--- src/rtl/debug_dump_pkg.sv ---
// Shared definitions for the debug dump capture engine: FSM state codes,
// section codes and a width helper for parameter-derived port sizes.
package debug_dump_pkg;

  localparam int DEF_WORD_BYTES = 4;

  localparam logic [2:0] ST_IDLE  = 3'd0;
  localparam logic [2:0] ST_PC    = 3'd1;
  localparam logic [2:0] ST_REGS  = 3'd2;
  localparam logic [2:0] ST_MEM   = 3'd3;
  localparam logic [2:0] ST_CHK   = 3'd4;
  localparam logic [2:0] ST_DONE  = 3'd5;
  localparam logic [2:0] ST_ERROR = 3'd6;

  localparam logic [1:0] SEC_PC  = 2'd0;
  localparam logic [1:0] SEC_REG = 2'd1;
  localparam logic [1:0] SEC_MEM = 2'd2;

  // Index width for n entries, never narrower than one bit.
  function automatic int width_of(input int n);
    return (n > 1) ? $clog2(n) : 1;
  endfunction

endpackage

--- src/rtl/byte_word_assembler.sv ---
// Collects WORD_BYTES bytes LSB-first into one word; o_word_done marks the cycle
// the final byte arrives, with o_word already containing that byte.
module byte_word_assembler
  import debug_dump_pkg::*;
#(
  parameter int WORD_BYTES = DEF_WORD_BYTES
) (
  input  logic                    i_clock,
  input  logic                    i_reset,
  input  logic                    i_clear,
  input  logic                    i_byte_valid,
  input  logic [7:0]              i_byte,
  output logic [8*WORD_BYTES-1:0] o_word,
  output logic                    o_word_done
);

  localparam int CW = width_of(WORD_BYTES);

  logic [CW-1:0]           byte_cnt;
  logic [8*WORD_BYTES-1:0] word_q;

  // NOTE: o_word gets a full default before the lane override, so no latch is inferred.
  always_comb begin
    o_word = word_q;
    for (int k = 0; k < WORD_BYTES; k++) begin
      if (byte_cnt == CW'(k)) o_word[8*k +: 8] = i_byte;
    end
    o_word_done = i_byte_valid && (byte_cnt == CW'(WORD_BYTES - 1));
  end

  always_ff @(posedge i_clock) begin
    if (i_reset || i_clear) begin
      byte_cnt <= '0;
      word_q   <= '0;
    end else if (i_byte_valid) begin
      word_q   <= o_word;
      byte_cnt <= o_word_done ? '0 : byte_cnt + 1'b1;
    end
  end

endmodule

--- src/rtl/debug_dump_collector.sv ---
// Captures a PC/register/memory dump arriving byte-wise from a UART receiver.
// Defining DEBUG_DUMP_CHECKSUM_EN adds a trailing 8-bit checksum byte (CHK state).
module debug_dump_collector
  import debug_dump_pkg::*;
#(
  parameter int  WORD_BYTES     = DEF_WORD_BYTES,
  parameter int  REG_COUNT      = 32,
  parameter int  MEM_COUNT      = 32,
  parameter int  TIMEOUT_CYCLES = 200000,
  localparam int WW             = 8 * WORD_BYTES,
  localparam int DEPTH          = REG_COUNT + MEM_COUNT,
  localparam int AW             = width_of(DEPTH),
  localparam int IW             = width_of((REG_COUNT > MEM_COUNT) ? REG_COUNT : MEM_COUNT)
) (
  input  logic          i_clock,
  input  logic          i_reset,
  input  logic          i_start,
  input  logic          i_rx_done,
  input  logic [7:0]    i_rx_data,
  input  logic [AW-1:0] i_rd_addr,
  output logic [WW-1:0] o_rd_data,
  output logic [WW-1:0] o_pc,
  output logic          o_word_valid,
  output logic [WW-1:0] o_word,
  output logic [1:0]    o_section,
  output logic [IW-1:0] o_index,
  output logic          o_busy,
  output logic          o_done,
  output logic          o_timeout,
  output logic          o_chk_error
);

  localparam int TW = width_of(TIMEOUT_CYCLES);
`ifdef DEBUG_DUMP_CHECKSUM_EN
  localparam logic [2:0] END_ST = ST_CHK;
`else
  localparam logic [2:0] END_ST = ST_DONE;
`endif
  // Empty sections are skipped within the same transition.
  localparam logic [2:0] AFTER_REGS = (MEM_COUNT > 0) ? ST_MEM : END_ST;
  localparam logic [2:0] AFTER_PC   = (REG_COUNT > 0) ? ST_REGS : AFTER_REGS;

  logic [2:0]    state;
  logic [IW-1:0] idx;
  logic [TW-1:0] tmo_cnt;
  logic [WW-1:0] store [DEPTH];
  logic          start_go, byte_take, tmo_fire, word_done;
  logic [WW-1:0] asm_word;

  assign o_busy    = (state == ST_PC) || (state == ST_REGS) || (state == ST_MEM) || (state == ST_CHK);
  assign o_done    = (state == ST_DONE);
  assign o_timeout = (state == ST_ERROR);
  assign start_go  = i_start && ((state == ST_IDLE) || (state == ST_DONE) || (state == ST_ERROR));
  assign byte_take = i_rx_done && ((state == ST_PC) || (state == ST_REGS) || (state == ST_MEM));
  assign tmo_fire  = (TIMEOUT_CYCLES != 0) && o_busy && !i_rx_done &&
                     (tmo_cnt == TW'(TIMEOUT_CYCLES - 1));

  byte_word_assembler #(.WORD_BYTES(WORD_BYTES)) u_asm (
    .i_clock      (i_clock),
    .i_reset      (i_reset),
    .i_clear      (start_go || tmo_fire),
    .i_byte_valid (byte_take),
    .i_byte       (i_rx_data),
    .o_word       (asm_word),
    .o_word_done  (word_done)
  );

  always_ff @(posedge i_clock) begin
    if (i_reset) begin
      state        <= ST_IDLE;
      idx          <= '0;
      tmo_cnt      <= '0;
      o_pc         <= '0;
      o_word_valid <= 1'b0;
      o_word       <= '0;
      o_section    <= SEC_PC;
      o_index      <= '0;
    end else begin
      o_word_valid <= 1'b0;
      if (start_go) begin
        state   <= ST_PC;
        idx     <= '0;
        tmo_cnt <= '0;
      end else if (o_busy) begin
        if (i_rx_done)                tmo_cnt <= '0;
        else if (tmo_fire)            state   <= ST_ERROR;
        else if (TIMEOUT_CYCLES != 0) tmo_cnt <= tmo_cnt + 1'b1;

        if (state == ST_CHK && i_rx_done) state <= ST_DONE;

        if (word_done) begin
          o_word_valid <= 1'b1;
          o_word       <= asm_word;
          o_index      <= idx;
          case (state)
            ST_PC: begin
              o_section <= SEC_PC;
              o_pc      <= asm_word;
              state     <= AFTER_PC;
            end
            ST_REGS: begin
              o_section <= SEC_REG;
              if (idx == IW'(REG_COUNT - 1)) begin
                idx   <= '0;
                state <= AFTER_REGS;
              end else begin
                idx <= idx + 1'b1;
              end
            end
            default: begin
              o_section <= SEC_MEM;
              if (idx == IW'(MEM_COUNT - 1)) begin
                idx   <= '0;
                state <= END_ST;
              end else begin
                idx <= idx + 1'b1;
              end
            end
          endcase
        end
      end
    end
  end

  // NOTE: the capture store has no reset; a location is meaningful only after a dump writes it.
  always_ff @(posedge i_clock) begin
    if (!i_reset && word_done && state == ST_REGS)     store[AW'(idx)]                  <= asm_word;
    else if (!i_reset && word_done && state == ST_MEM) store[AW'(REG_COUNT) + AW'(idx)] <= asm_word;
  end

  always_ff @(posedge i_clock) begin
    if (i_reset)                                        o_rd_data <= '0;
    else if ({1'b0, i_rd_addr} < (AW + 1)'(DEPTH))      o_rd_data <= store[i_rd_addr];
    else                                                o_rd_data <= '0;
  end

`ifdef DEBUG_DUMP_CHECKSUM_EN
  logic [7:0] chk_sum;
  logic       chk_err;

  always_ff @(posedge i_clock) begin
    if (i_reset || start_go) begin
      chk_sum <= '0;
      chk_err <= 1'b0;
    end else if (byte_take) begin
      chk_sum <= chk_sum + i_rx_data;
    end else if (state == ST_CHK && i_rx_done) begin
      chk_err <= (i_rx_data != chk_sum);
    end
  end

  assign o_chk_error = chk_err;
`else
  assign o_chk_error = 1'b0;
`endif

endmodule

--- config.mk ---
export PLATFORM = sky130hd
export DESIGN_NAME = debug_dump_collector
export DESIGN_NICKNAME = d
export VERILOG_FILES = /design/src/rtl/debug_dump_pkg.sv /design/src/rtl/byte_word_assembler.sv /design/src/rtl/debug_dump_collector.sv
export SDC_FILE = /design/constraint.sdc
export NUM_CORES = 2
export LEC_CHECK = 0
export CAP_MARGIN = 10
export CELL_PAD_IN_SITES_DETAIL_PLACEMENT = 1
export CELL_PAD_IN_SITES_GLOBAL_PLACEMENT = 1
export CORE_ASPECT_RATIO = 1.4
export CORE_MARGIN = 8
export CORE_UTILIZATION = 30
export CTS_BUF_LIST = sky130_fd_sc_hd__clkbuf_16
export CTS_CLUSTER_SIZE = 24
export DETAILED_ROUTE_END_ITERATION = 10
export MAX_ROUTING_LAYER = met4
export PLACE_DENSITY_LB_ADDON = 0.1
export SETUP_SLACK_MARGIN = 0.5
export SLEW_MARGIN = 20
export SYNTH_ARGS = -nofsm -noshare
export SYNTH_HDL_FRONTEND = slang
export SYNTH_SLANG_ARGS = --single-unit
--- constraint.sdc ---
create_clock -name i_clock -period 7.8 [get_ports i_clock]
set_input_delay 1.95 -clock i_clock [delete_from_list [all_inputs] [get_ports i_clock]]
set_output_delay 1.95 -clock i_clock [all_outputs]
set_load 0.02 [all_outputs]
---- After elaboration in Yosys (flattened, before gate mapping) ----
Memory sizes are Yosys's and may differ from the RTL's. A register that Yosys moved wholly into a read port is not among the register bits.
Index checks and enable logic that the tools add are counted.
W data, S select, Z words.
word-level totals
  memories ................................ 1
  bits in registers ....................... 132
  RAM bits ................................ 2048
  input port bits ......................... 18
operators by class
  reductions and logical operators ........ 28
  eq/ne operators ......................... 12
  mux-type cells .......................... 27
  add/subtract/negate cells ............... 4
  bitwise operators ....................... 3
memory list
  memory  words  bits a word  read ports  clocked after Yosys merged registers in  write ports  RTL line                    text
  store   64     32           1           1                                        1            debug_dump_collector.sv:46  logic [WW-1:0] store [DEPTH];
operator list
  cell                     number
  $mux W18                 2
  $mux W32                 1
  $mux W8                  4
  $reduce_or A32 Y1        1
  $add A18 B1 Y18 const B  1
  $eq A18 B18 Y1 const B   1
  $mux W3                  6
  $eq A3 B3 Y1 const B     3
  $logic_and A1 B1 Y1      9
  $mux W1                  9
  $logic_or A1 B1 Y1       7
  $add A6 B5 Y6 const A    1
  $eq A3 B2 Y1 const B     2
  $mux W6                  1
  $pmux W3 S2              1
  $reduce_and A3 Y1        2
  $add A5 B1 Y5 const B    1
  $eq A5 B5 Y1 const B     1
  $mux W5                  1
  $eq A2 B2 Y1 const B     2
  $pmux W2 S2              1
  $reduce_and A4 Y1        1
  $eq A3 B1 Y1 const B     1
  $logic_not A3 Y1         1
  other kinds (11)         14

---- Depth between registers and ports, before layout ----
  depth after elaboration ................. 14
  mapped depth ............................ 11
  mapped depth without buffers ............ 7

---- By module ----
From an unflattened synthesis, not the netlist that was laid out.
unflattened totals
  cells, all modules ...................... 3977
  area total of the unflattened synthesis .. 85110.4 um^2
by module, submodules not included
  module                sequential area each (um^2)  cells an instance  area each (um^2)  instances
  debug_dump_collector  64101.5                      3782               83189.8           1
  byte_word_assembler   680.7                        195                1920.6            1

---- Worst setup path before layout ----
OpenSTA, ideal clock, no wires.
  path type ............................... input-to-reg
  start point ............................. input i_rx_done
  end point ............................... memory store[30][0] (netlist bit), enable pin
  setup time .............................. 0.421 ns
  data arrival time ....................... 4.232 ns
  slack ................................... 3.146 ns
  cell stages on the path ................. 5
  cell sequence ........................... nand4b_1 > clkbuf_1 > nor3_1 > nand3_1 > nor2_1
on the way
  cells in the longest elaborated chain, start to end .. 9
  elaborated cells between the ends (all ways) .. 13
ends and longest elaborated chain
  element                                              RTL line                                                  text
  start, declared                                      debug_dump_collector.sv:18                                input logic i_rx_done,
  $logic_and A1 B1 Y1 (*)                              debug_dump_collector.sv:54                                assign byte_take = i_rx_done && ((state == ST_PC) || (state == ST_REGS) || (state == ST_MEM));
  $logic_and A1 B1 Y1 (*)                              byte_word_assembler.sv:28                                 o_word_done = i_byte_valid && (byte_cnt == CW'(WORD_BYTES - 1));
  $logic_and A1 B1 Y1 (*)                              debug_dump_collector.sv:127, debug_dump_collector.sv:128
  $logic_and A1 B1 Y1                                  debug_dump_collector.sv:128                               else if (!i_reset && word_done && state == ST_MEM) store[AW'(REG_COUNT) + AW'(idx)] <= asm_word;
  $mux W1                                              debug_dump_collector.sv:128
  $mux W1                                              debug_dump_collector.sv:127                               if (!i_reset && word_done && state == ST_REGS) store[AW'(idx)] <= asm_word;
  $mux W1 (implied by the code)                        debug_dump_collector.sv:128
  $reduce_or A32 Y1 (no line)                          -
  $mux W6 (no line) / $mux W1 (equally long branches)  -
  end, declared                                        debug_dump_collector.sv:46
Mark *: on every way between the ends. The rest lies on a longest branch, timed or not.

---- Worst setup path after layout ----
  start point ............................. input i_rx_done
  end point ............................... memory store[56][16] (netlist bit), enable pin
The elaborated chain is that of the path after synthesis.

==> results.py <==
metrics = {
    "run_status": {
        "status": "complete, no violations",
    },
    "die": {
        "initial_core_util_pct": 30.1,
        "row_count": 230,
        "ios": 126,
        "die_x_um": 464,
        "design.die.area_sq_um": 299000,
        "core_sq_um": 280000,
        "die_h_um": 644,
    },
    "timing": {
        "clock_skew_ps": 41.4,
        "max_freq_mhz": 183,
        "hold_violations": 0,
        "slew_viol_final": 0,
        "tightest_slew_ps": 1210,
        "finalCritPeriodShare_pct": 69.9,
        "fin_setup_tns_ps": 0,
        "finalCriticalPeriod_ps": 5460,
        "rsz0062_at_grt": "no",
        "setup_viol": 0,
        "maxSlewHeadroom_pct": 19.0,
    },
    "setup_path": {
        "startpoint_type": "primary input",
        "critPathKind": "in2reg",
        "cp-end-kind": "register",
        "crit_fanout": 24,
        "worstPathRequired_ps": 8360,
        "worstPathArrival_ps": 6010,
    },
    "routing": {
        "ant_nets": 0,
        "dr.pass1.iters": 5,
        "wl_per_cell_um": 32.3,
        "drc": 0,
        "finalWirelength_mm": 263,
        "first_iter_violations": 2910,
        "vias": 40200,
        "viasPerCell": 4.94,
    },
    "clocking": {
        "root_buffer": "clkbuf_16",
        "cts_buffers": 233,
        "post_cts_resized": 0,
        "cts.sinks": 2212,
        "clk_pin_slew_ps": 60,
        "postCtsHoldBufs": 0,
        "clock_latency_ps": 890,
        "cts.htree.levels": 4,
        "clock_path_buffers": 4,
        "post_cts_buffers": 0,
        "cts_tree": "yes",
    },
    "global_route": {
        "grt-ovfl-total": 0,
        "grt_pass1_wl_mm": 366,
        "grtUsageTotal_pct": 17.7,
        "antenna_found_initial": 23,
        "grt_pass1_vias": 43300,
        "grt_max_degree": 76,
    },
    "logic_synthesis": {
        "ys_types": 64,
        "synth_edf_count": 2048,
        "synth_nets": 3932,
        "synth_flop_cell": "edfxtp_1",
        "synth-async-reset-ratio_pct": 0,
        "syn_area_sq_um": 84400,
        "syn_inst": 3907,
        "yosys_warnings": 0,
        "syn_area_per_cell_sq_um": 21.6,
        "ys_seq_area_share_pct": 76.7,
        "ys_ff_latch": 2212,
    },
    "power_and_ir_drop": {
        "leakage_uw": 0.0324,
        "power.total_uw": 24900,
        "peakVddDrop_uv": 172,
        "power_density_nw_per_um2": 253,
    },
    "final_layout": {
        "drive_gt1_share_pct": 26.7,
        "final_area_sq_um": 98500,
        "nets": 4249,
        "layout_commonest_cell": "edfxtp_1",
        "mostFrequentLayoutCells": "edfxtp_1, mux4_2, clkbuf_16, dfxtp_1, buf_4",
        "syn_to_final_growth_pct": 16.7,
    },
    "worst_hold_path": {
        "min_path_type": "reg2reg",
    },
    "place": {
        "globalplace.congestion": 0.766,
        "dp.final_hpwl_mm": 169,
        "portBuffers": 124,
        "placed_area_sq_um": 91300,
    },
    "job": {
        "maxCapViolations": 0,
    },
}
## cells in the mapped netlist, types with 6 or more instances
library cell / instances / area (sq um)
o22ai_1: 20 / 125
inv_1: 35 / 131
mux2_2: 22 / 248
mux2i_1: 154 / 1540
clkbuf_1: 72 / 270
nor3_1: 9 / 45.0
nand2b_1: 6 / 37.5
nand3_1: 21 / 105
edfxtp_1: 2048 / 61500
a21oi_1: 70 / 350
xor2_1: 11 / 96.3
dfxtp_1: 164 / 3280
nand2_1: 110 / 413
a31oi_1: 10 / 62.6
or3_1: 8 / 50.1
buf_4: 49 / 368
nor2b_1: 16 / 100
buf_1: 19 / 71.3
o211ai_1: 13 / 97.6
nor2_1: 194 / 728
mux4_2: 568 / 12800
o21ai_0: 17 / 85.1
ha_1: 7 / 87.6
a22oi_1: 21 / 158
a211oi_1: 85 / 638
buf_2: 75 / 375
## worst max-delay path, stage by stage
cell and delay, ps:
clkdlybuf4s50_1 620, nand4b_1 610, nor2_1 390, and2_1 400, nand3_1 640, nor2_4 1000, buf_4 330
## flip-flops by register name (all words and copies together) (netlist names), 3 cells and up
name	count
store	2048
o_pc	32
o_rd_data	32
o_word	32
u_asm.word_q	32
tmo_cnt	18
idx	5
o_index	5
state	3
## cell families (layout without fill, tap and decap cells)
logic type | Yosys count | after routing | share of synthesized area [%]
AO/OA/AOI/OAI | 274 | 274 | 2.18
XOR/XNOR | 12 | 12 | 0.125
adder cells (fa/ha/maj) | 7 | 7 | 0.104
buffers and inverters | 255 | 756 | 1.49
flip-flops | 2212 | 2212 | 76.7
multiplexers | 744 | 744 | 17.3
other | 1 | 18 | 0.00444
AND/OR/NAND/NOR | 402 | 402 | 2.08
## per-layer routing
layer  share of wire (%)  global-route usage [%]  vias up
met5                   0                       -        -
met4                 2.7                    4.63        0
met3                 3.8                    2.68      323
met2                  53                    31.2      781
met1                  41                    21.2    22100
li1                    -                       -    16900
## worst paths after layout
path	from	to	slack [ps]	depth (start not counted)
max reg2reg	u_asm.byte_cnt[0]	store[56][16]	3130	7
max	i_rx_done	store[56][16]	2340	7
min reg2reg	o_word[27]	o_word[27]	450	2
min	o_word[27]	o_word[27]	450	2
## power breakdown
| group | switching [uW] | internal, uW | total (uW) | leakage, uW |
|---|---|---|---|---|
| registers | 23.8 | 13000 | 13000 | 0.0215 |
| clock network | 4720 | 5960 | 10700 | 0.00373 |
| logic | 841 | 401 | 1240 | 0.00716 |
## metrics by stage
step	std cells	hold WS, ps	worst slack (ps)	util [%]
floorplan	3907	434	3150	-
global placement	7697	444	1410	32.6
detailed placement	7700	448	1400	32.6
CTS	8119	457	2330	35.2
global route	8126	471	2110	35.2
finish	8137	453	2340	35.2
## cell type report
type	count	area (sq um)
Sequential cell	2212	64800
Clock buffer	235	5880
Clock inverter	184	1270
Inverter	37	153
Tap cell	3712	4640
Multi-Input combinational cell	1440	18900
Timing Repair Buffer	300	2830
Antenna cell	17	42.5
Fill cell	27100	182000
Power figures use the tool's default switching activity.
